`src/rtl/fetch_pkg.sv`:
```
// Shared types and constants for the instruction fetch stage.
// Consumed by instr_fetch_unit and fetch_perf_counters.
package fetch_pkg;

    typedef enum logic [1:0] {
        ST_BOOT = 2'd0,
        ST_RUN  = 2'd1,
        ST_HALT = 2'd2
    } fetch_state_e;

    localparam int ADDR_W_DEF  = 8;
    localparam int INSTR_W_DEF = 16;

    localparam logic [7:0]  RESET_VECTOR_DEF = 8'h00;
    localparam logic [15:0] NOP              = 16'h0000;

    function automatic logic [15:0] sat_inc16(input logic [15:0] v);
        return (v == 16'hFFFF) ? v : v + 16'd1;
    endfunction

endpackage

```
`src/rtl/fetch_perf_counters.sv`:
```
// Saturating 16-bit fetch and bubble event counters.
// Only instantiated when FETCH_PERF_CNT_EN is defined.
module fetch_perf_counters
    import fetch_pkg::*;
(
    input  logic        clk,
    input  logic        rst,
    input  logic        fetch_inc,
    input  logic        bubble_inc,
    output logic [15:0] perf_fetch_cnt,
    output logic [15:0] perf_bubble_cnt
);

    logic [15:0] fetch_cnt_q;
    logic [15:0] fetch_cnt_d;
    logic [15:0] bubble_cnt_q;
    logic [15:0] bubble_cnt_d;

    always_comb begin
        fetch_cnt_d  = fetch_cnt_q;
        bubble_cnt_d = bubble_cnt_q;
        if (fetch_inc) begin
            fetch_cnt_d = sat_inc16(fetch_cnt_q);
        end
        if (bubble_inc) begin
            bubble_cnt_d = sat_inc16(bubble_cnt_q);
        end
    end

    always_ff @(posedge clk) begin
        if (rst) begin
            fetch_cnt_q  <= '0;
            bubble_cnt_q <= '0;
        end else begin
            fetch_cnt_q  <= fetch_cnt_d;
            bubble_cnt_q <= bubble_cnt_d;
        end
    end

    assign perf_fetch_cnt  = fetch_cnt_q;
    assign perf_bubble_cnt = bubble_cnt_q;

endmodule

```
`src/rtl/instr_fetch_unit.sv`:
```
// Fetch stage: owns the PC, drives program memory, pairs data with address.
// Define FETCH_PERF_CNT_EN to add the perf_fetch_cnt/perf_bubble_cnt outputs.
module instr_fetch_unit
    import fetch_pkg::*;
#(
    parameter int                 ADDR_W       = ADDR_W_DEF,
    parameter int                 INSTR_W      = INSTR_W_DEF,
    parameter logic [ADDR_W-1:0]  RESET_VECTOR = ADDR_W'(RESET_VECTOR_DEF)
) (
    input  logic               clk,
    input  logic               rst,
    output logic               rden,
    output logic [ADDR_W-1:0]  rd_addr,
    input  logic [INSTR_W-1:0] mem_instr,
    input  logic               stall,
    input  logic               redirect_valid,
    input  logic [ADDR_W-1:0]  redirect_addr,
    input  logic               halt_req,
    input  logic               wake,
    output logic [INSTR_W-1:0] if_instr,
    output logic [ADDR_W-1:0]  if_pc,
    output logic               if_valid,
    output logic               halted
`ifdef FETCH_PERF_CNT_EN
    ,
    output logic [15:0]        perf_fetch_cnt,
    output logic [15:0]        perf_bubble_cnt
`endif
);

    fetch_state_e      state_q;
    fetch_state_e      state_d;
    logic [ADDR_W-1:0] pc_q;
    logic [ADDR_W-1:0] pc_d;
    logic [ADDR_W-1:0] f_pc_q;
    logic [ADDR_W-1:0] f_pc_d;
    logic              f_valid_q;
    logic              f_valid_d;

    always_comb begin
        state_d   = state_q;
        pc_d      = pc_q;
        f_pc_d    = f_pc_q;
        f_valid_d = f_valid_q;
        rden      = 1'b0;
        rd_addr   = '0;
        if (!rst) begin
            unique case (state_q)
                ST_BOOT: begin
                    rden      = 1'b1;
                    rd_addr   = pc_q;
                    pc_d      = pc_q + ADDR_W'(1);
                    f_pc_d    = pc_q;
                    f_valid_d = 1'b1;
                    state_d   = ST_RUN;
                end
                ST_RUN: begin
                    if (redirect_valid) begin
                        rden      = 1'b1;
                        rd_addr   = redirect_addr;
                        pc_d      = redirect_addr + ADDR_W'(1);
                        f_pc_d    = redirect_addr;
                        f_valid_d = 1'b1;
                    end else if (halt_req) begin
                        f_valid_d = 1'b0;
                        state_d   = ST_HALT;
                    end else if (stall) begin
                        // Re-read the held word so mem_instr stays stable.
                        rden    = 1'b1;
                        rd_addr = f_pc_q;
                    end else begin
                        rden      = 1'b1;
                        rd_addr   = pc_q;
                        pc_d      = pc_q + ADDR_W'(1);
                        f_pc_d    = pc_q;
                        f_valid_d = 1'b1;
                    end
                end
                ST_HALT: begin
                    if (wake) begin
                        rden      = 1'b1;
                        rd_addr   = pc_q;
                        pc_d      = pc_q + ADDR_W'(1);
                        f_pc_d    = pc_q;
                        f_valid_d = 1'b1;
                        state_d   = ST_RUN;
                    end
                end
                default: begin
                    state_d = ST_BOOT;
                end
            endcase
        end
    end

    always_ff @(posedge clk) begin
        if (rst) begin
            state_q   <= ST_BOOT;
            pc_q      <= RESET_VECTOR;
            f_pc_q    <= '0;
            f_valid_q <= 1'b0;
        end else begin
            state_q   <= state_d;
            pc_q      <= pc_d;
            f_pc_q    <= f_pc_d;
            f_valid_q <= f_valid_d;
        end
    end

    assign if_instr = mem_instr;
    assign if_pc    = f_pc_q;
    assign if_valid = f_valid_q & ~redirect_valid;
    assign halted   = (state_q == ST_HALT);

`ifdef FETCH_PERF_CNT_EN
    fetch_perf_counters u_perf (
        .clk             (clk),
        .rst             (rst),
        .fetch_inc       (if_valid & ~stall),
        .bubble_inc      ((state_q == ST_RUN) & ~if_valid),
        .perf_fetch_cnt  (perf_fetch_cnt),
        .perf_bubble_cnt (perf_bubble_cnt)
    );
`endif

endmodule

```
`config.mk`:
```
export PLATFORM = sky130hd
export DESIGN_NAME = instr_fetch_unit
export DESIGN_NICKNAME = d
export VERILOG_FILES = /design/src/rtl/fetch_pkg.sv /design/src/rtl/fetch_perf_counters.sv /design/src/rtl/instr_fetch_unit.sv
export SDC_FILE = /design/constraint.sdc
export NUM_CORES = 1
export LEC_CHECK = 0
export CAP_MARGIN = 20
export CORE_MARGIN = 3
export CORE_UTILIZATION = 30
export CTS_CLUSTER_SIZE = 28
export DETAILED_ROUTE_END_ITERATION = 10
export HOLD_SLACK_MARGIN = 0.1
export PLACE_DENSITY = 0.64
export REMOVE_ABC_BUFFERS = 1
export SETUP_SLACK_MARGIN = 0.15
export SYNTH_ARGS = -nofsm -noshare
export SYNTH_HDL_FRONTEND = slang
export SYNTH_SLANG_ARGS = --single-unit
```
`constraint.sdc`:
```
create_clock -name clk -period 2 [get_ports clk]
set_input_delay 0.4 -clock clk [delete_from_list [all_inputs] [get_ports clk]]
set_output_delay 0.4 -clock clk [all_outputs]
set_load 0.005 [all_outputs]
```
==> reports/metrics.yaml <==
run_status: "finished clean"
die_h_microns: 77.0
gr-usage-all-layers_pct: 17.4
utilization_pct: 48.5
drc_errors: 0
hold_end: "if_pc[4]"
fillers: 460
min_path_type: "reg2reg"
wire_per_inst_microns: 15.9
ir_drop_uv: 543
start_kind: "flop"
synth_top_area_share_pct: 25.2
yosysTopAreaCell: "dfxtp_1"
placed_cells: 321
dp_hpwl_microns: 3610
rows: 25
htreeDepth: 1
critPathCaptureType: "primary output"
io_buffer_count: 32
synth_most_common_cell: "nand2_1"
vias: 1783
ant_nets: 0
fin_crit_ns: 1.81
ctsHoldBuffers: 0
r2r_slack_ns: 0.23
whs_path_depth: 2
numClockSinks: 19
worst_pin_slew_ns: 0.326
core_sq_mm: 0.00479
period_share_pct: 90.4
viasPerCell: 5.31
power.leakage_nw: 0.989
grt_pass1_vias: 1773
cts_root_buf: "clkbuf_8"
die-area_sq_mm: 0.00593
multi_input_area_sq_mm: 0.00103
crit_type: "reg2out"
path_max_fanout: 4
rsz0062_at_grt: "true"
finalNonFillerCells: 336
r2r-start: "state_q[0]"
worstSkewPairLatency_ns: 0.26
r2r_cells: 5
ys_ff_latch: 19
netlist_area_sq_mm: 0.00151
drt_iter0_markers: 88
place.gp.congestion: 0.852
fin_setup_tns_ns: 0
final_area_sq_mm: 0.00232
grt_max_degree: 19
gr-total-overflow: 0
path_clk_slew_ns: 0.07
start_util_pct: 31.6
num-nets-final: 302
cts_tree: "yes"
ios: 65
seq_area_frac_synth_pct: 25.2
async_reset_ff_share_pct: 0
synth_top_flop_cell: "dfxtp_1"
setup-violations-final: 0
synth.distinct_cells: 40
grt_first_pass_wirelength_microns: 8530
required_ns: 1.60
timing.fmax_ghz: 0.553
drive_gt1_share_pct: 36.1
worstHoldStart: "if_pc[4]"
hold_viol: 0
clock_skew_ns: 0.00339
power_density_mw_per_mm2: 545
synth_common_cells: "nand2_1, nor2_1, dfxtp_1"
synth_cells: 208
synthTopCellsByArea: "dfxtp_1, buf_4, nand2_1"
slew_headroom_pct: 78.2
yosys_warnings: 0
regArea_sq_um: 383
die_w_microns: 77.0
syn_avg_cell_area_sq_um: 7.27
diodes: 0
area_growth_pct: 53.6
crit_arrival_ns: 1.41
firstDrtPassIters: 4
drv_slew: 0
cts_inserted_buffers: 3
clock_path_buffers: 2
rr_endpoint: "pc_q[5]"
cap_violations: 0
placed_cell_area_sq_mm: 0.00208
routed_wl_microns: 5340
antenna_found_initial: 0
synth_edf_count: 0
whs_ns: 0.518
-- report_power, final --
| part | internal (mW) | switching, mW | total (mW) | leakage, nW |
|---|---|---|---|---|
| registers | 0.418 | 0.0293 | 0.447 | 0.157 |
| logic | 0.292 | 0.253 | 0.545 | 0.809 |
| clock network | 0.142 | 0.132 | 0.273 | 0.0228 |
-- placed cells by master, fill, tap and decap left out, types with 3 or more instances in the layout --
cell,synthesis,final
a211oi_1,3,3
a21oi_1,7,7
a22oi_1,10,3
a22oi_2,0,7
a311oi_1,7,7
a31oi_1,4,4
buf_2,5,8
buf_4,16,47
buf_6,1,5
clkbuf_2,0,3
clkbuf_8,0,3
clkdlybuf4s50_1,0,17
dfxtp_1,19,17
inv_1,3,3
mux2i_1,8,7
nand2_1,28,27
nand3_1,7,7
nor2_1,24,22
nor2b_1,8,5
nor3_1,3,3
o21ai_0,17,9
o21ai_2,0,6
or4_1,3,3
-- how the worst max path moves through the flow --
stage / slack [ns] / start / end
after floorplan: 0.28 / state_q[0] / rden
after global placement: -0.48 / stall / rd_addr[1]
after detailed placement: -0.49 / stall / rd_addr[6]
after CTS: 0.14 / wake / rd_addr[3]
after global routing: 0.1 / state_q[1] / rd_addr[6]
final: 0.19 / state_q[1] / rd_addr[6]
-- sequential cells by signal, summed over array words and instances, names as in the netlist --
name       flops
f_valid_q      1
if_pc          8
pc_q           8
state_q        2
-- final cells by class --
| cell class | instances | area share (%) |
|---|---|---|
| multi-input cells | 156 | 44.6 |
| repair buffers | 87 | 32.9 |
| flip-flops and latches | 19 | 16.5 |
| inverters | 3 | 0.485 |
| clock buffers | 4 | 1.94 |
| well taps | 67 | 3.61 |
-- per-stage QoR --
step	setup slack (ns)	power [mW]
finish	0.192	1.27
CTS	0.135	1.23
detailed placement	-0.494	0.918
global route	0.0988	1.34
floorplan	0.280	0.641
global placement	-0.475	0.914
-- worst max-delay path, stage by stage (launching register included) --
cell,delay (ns)
dfxtp_2,0.35
nand2b_4,0.16
nor2_4,0.06
buf_6,0.12
buf_6,0.11
a22oi_2,0.18
nor2_1,0.06
buf_2,0.12
-- metal layers --
| metal | global-route usage [%] | wire, microns |
|---|---|---|
| met1 | 21.8 | 2330 |
| met2 | 28.2 | 2500 |
| met3 | 6.46 | 383 |
| met4 | 4.63 | 129 |
| met5 | 0 | 0 |
-- what timing repair did --
action	in CTS	in global routing
cloned	2	0
buffers inserted	3	6
pin swaps	3	15
setup endpoints to repair	16	11
gates resized for setup	65	27
-- cells by family (layout without fill, tap and decap cells) --
kind of cell             after synthesis  count (layout)  synth area share, %
flip-flops                            19              19                 25.2
AO/OA/AOI/OAI                         58              58                 26.4
adder cells (fa/ha/maj)                2               2                 1.66
AND/OR/NAND/NOR                       85              85                 26.7
XOR/XNOR                               3               3                 1.74
buffers and inverters                 33              94                 13.1
multiplexers                           8               8                 5.30
Note: power is estimated with default switching activity, not from simulation.
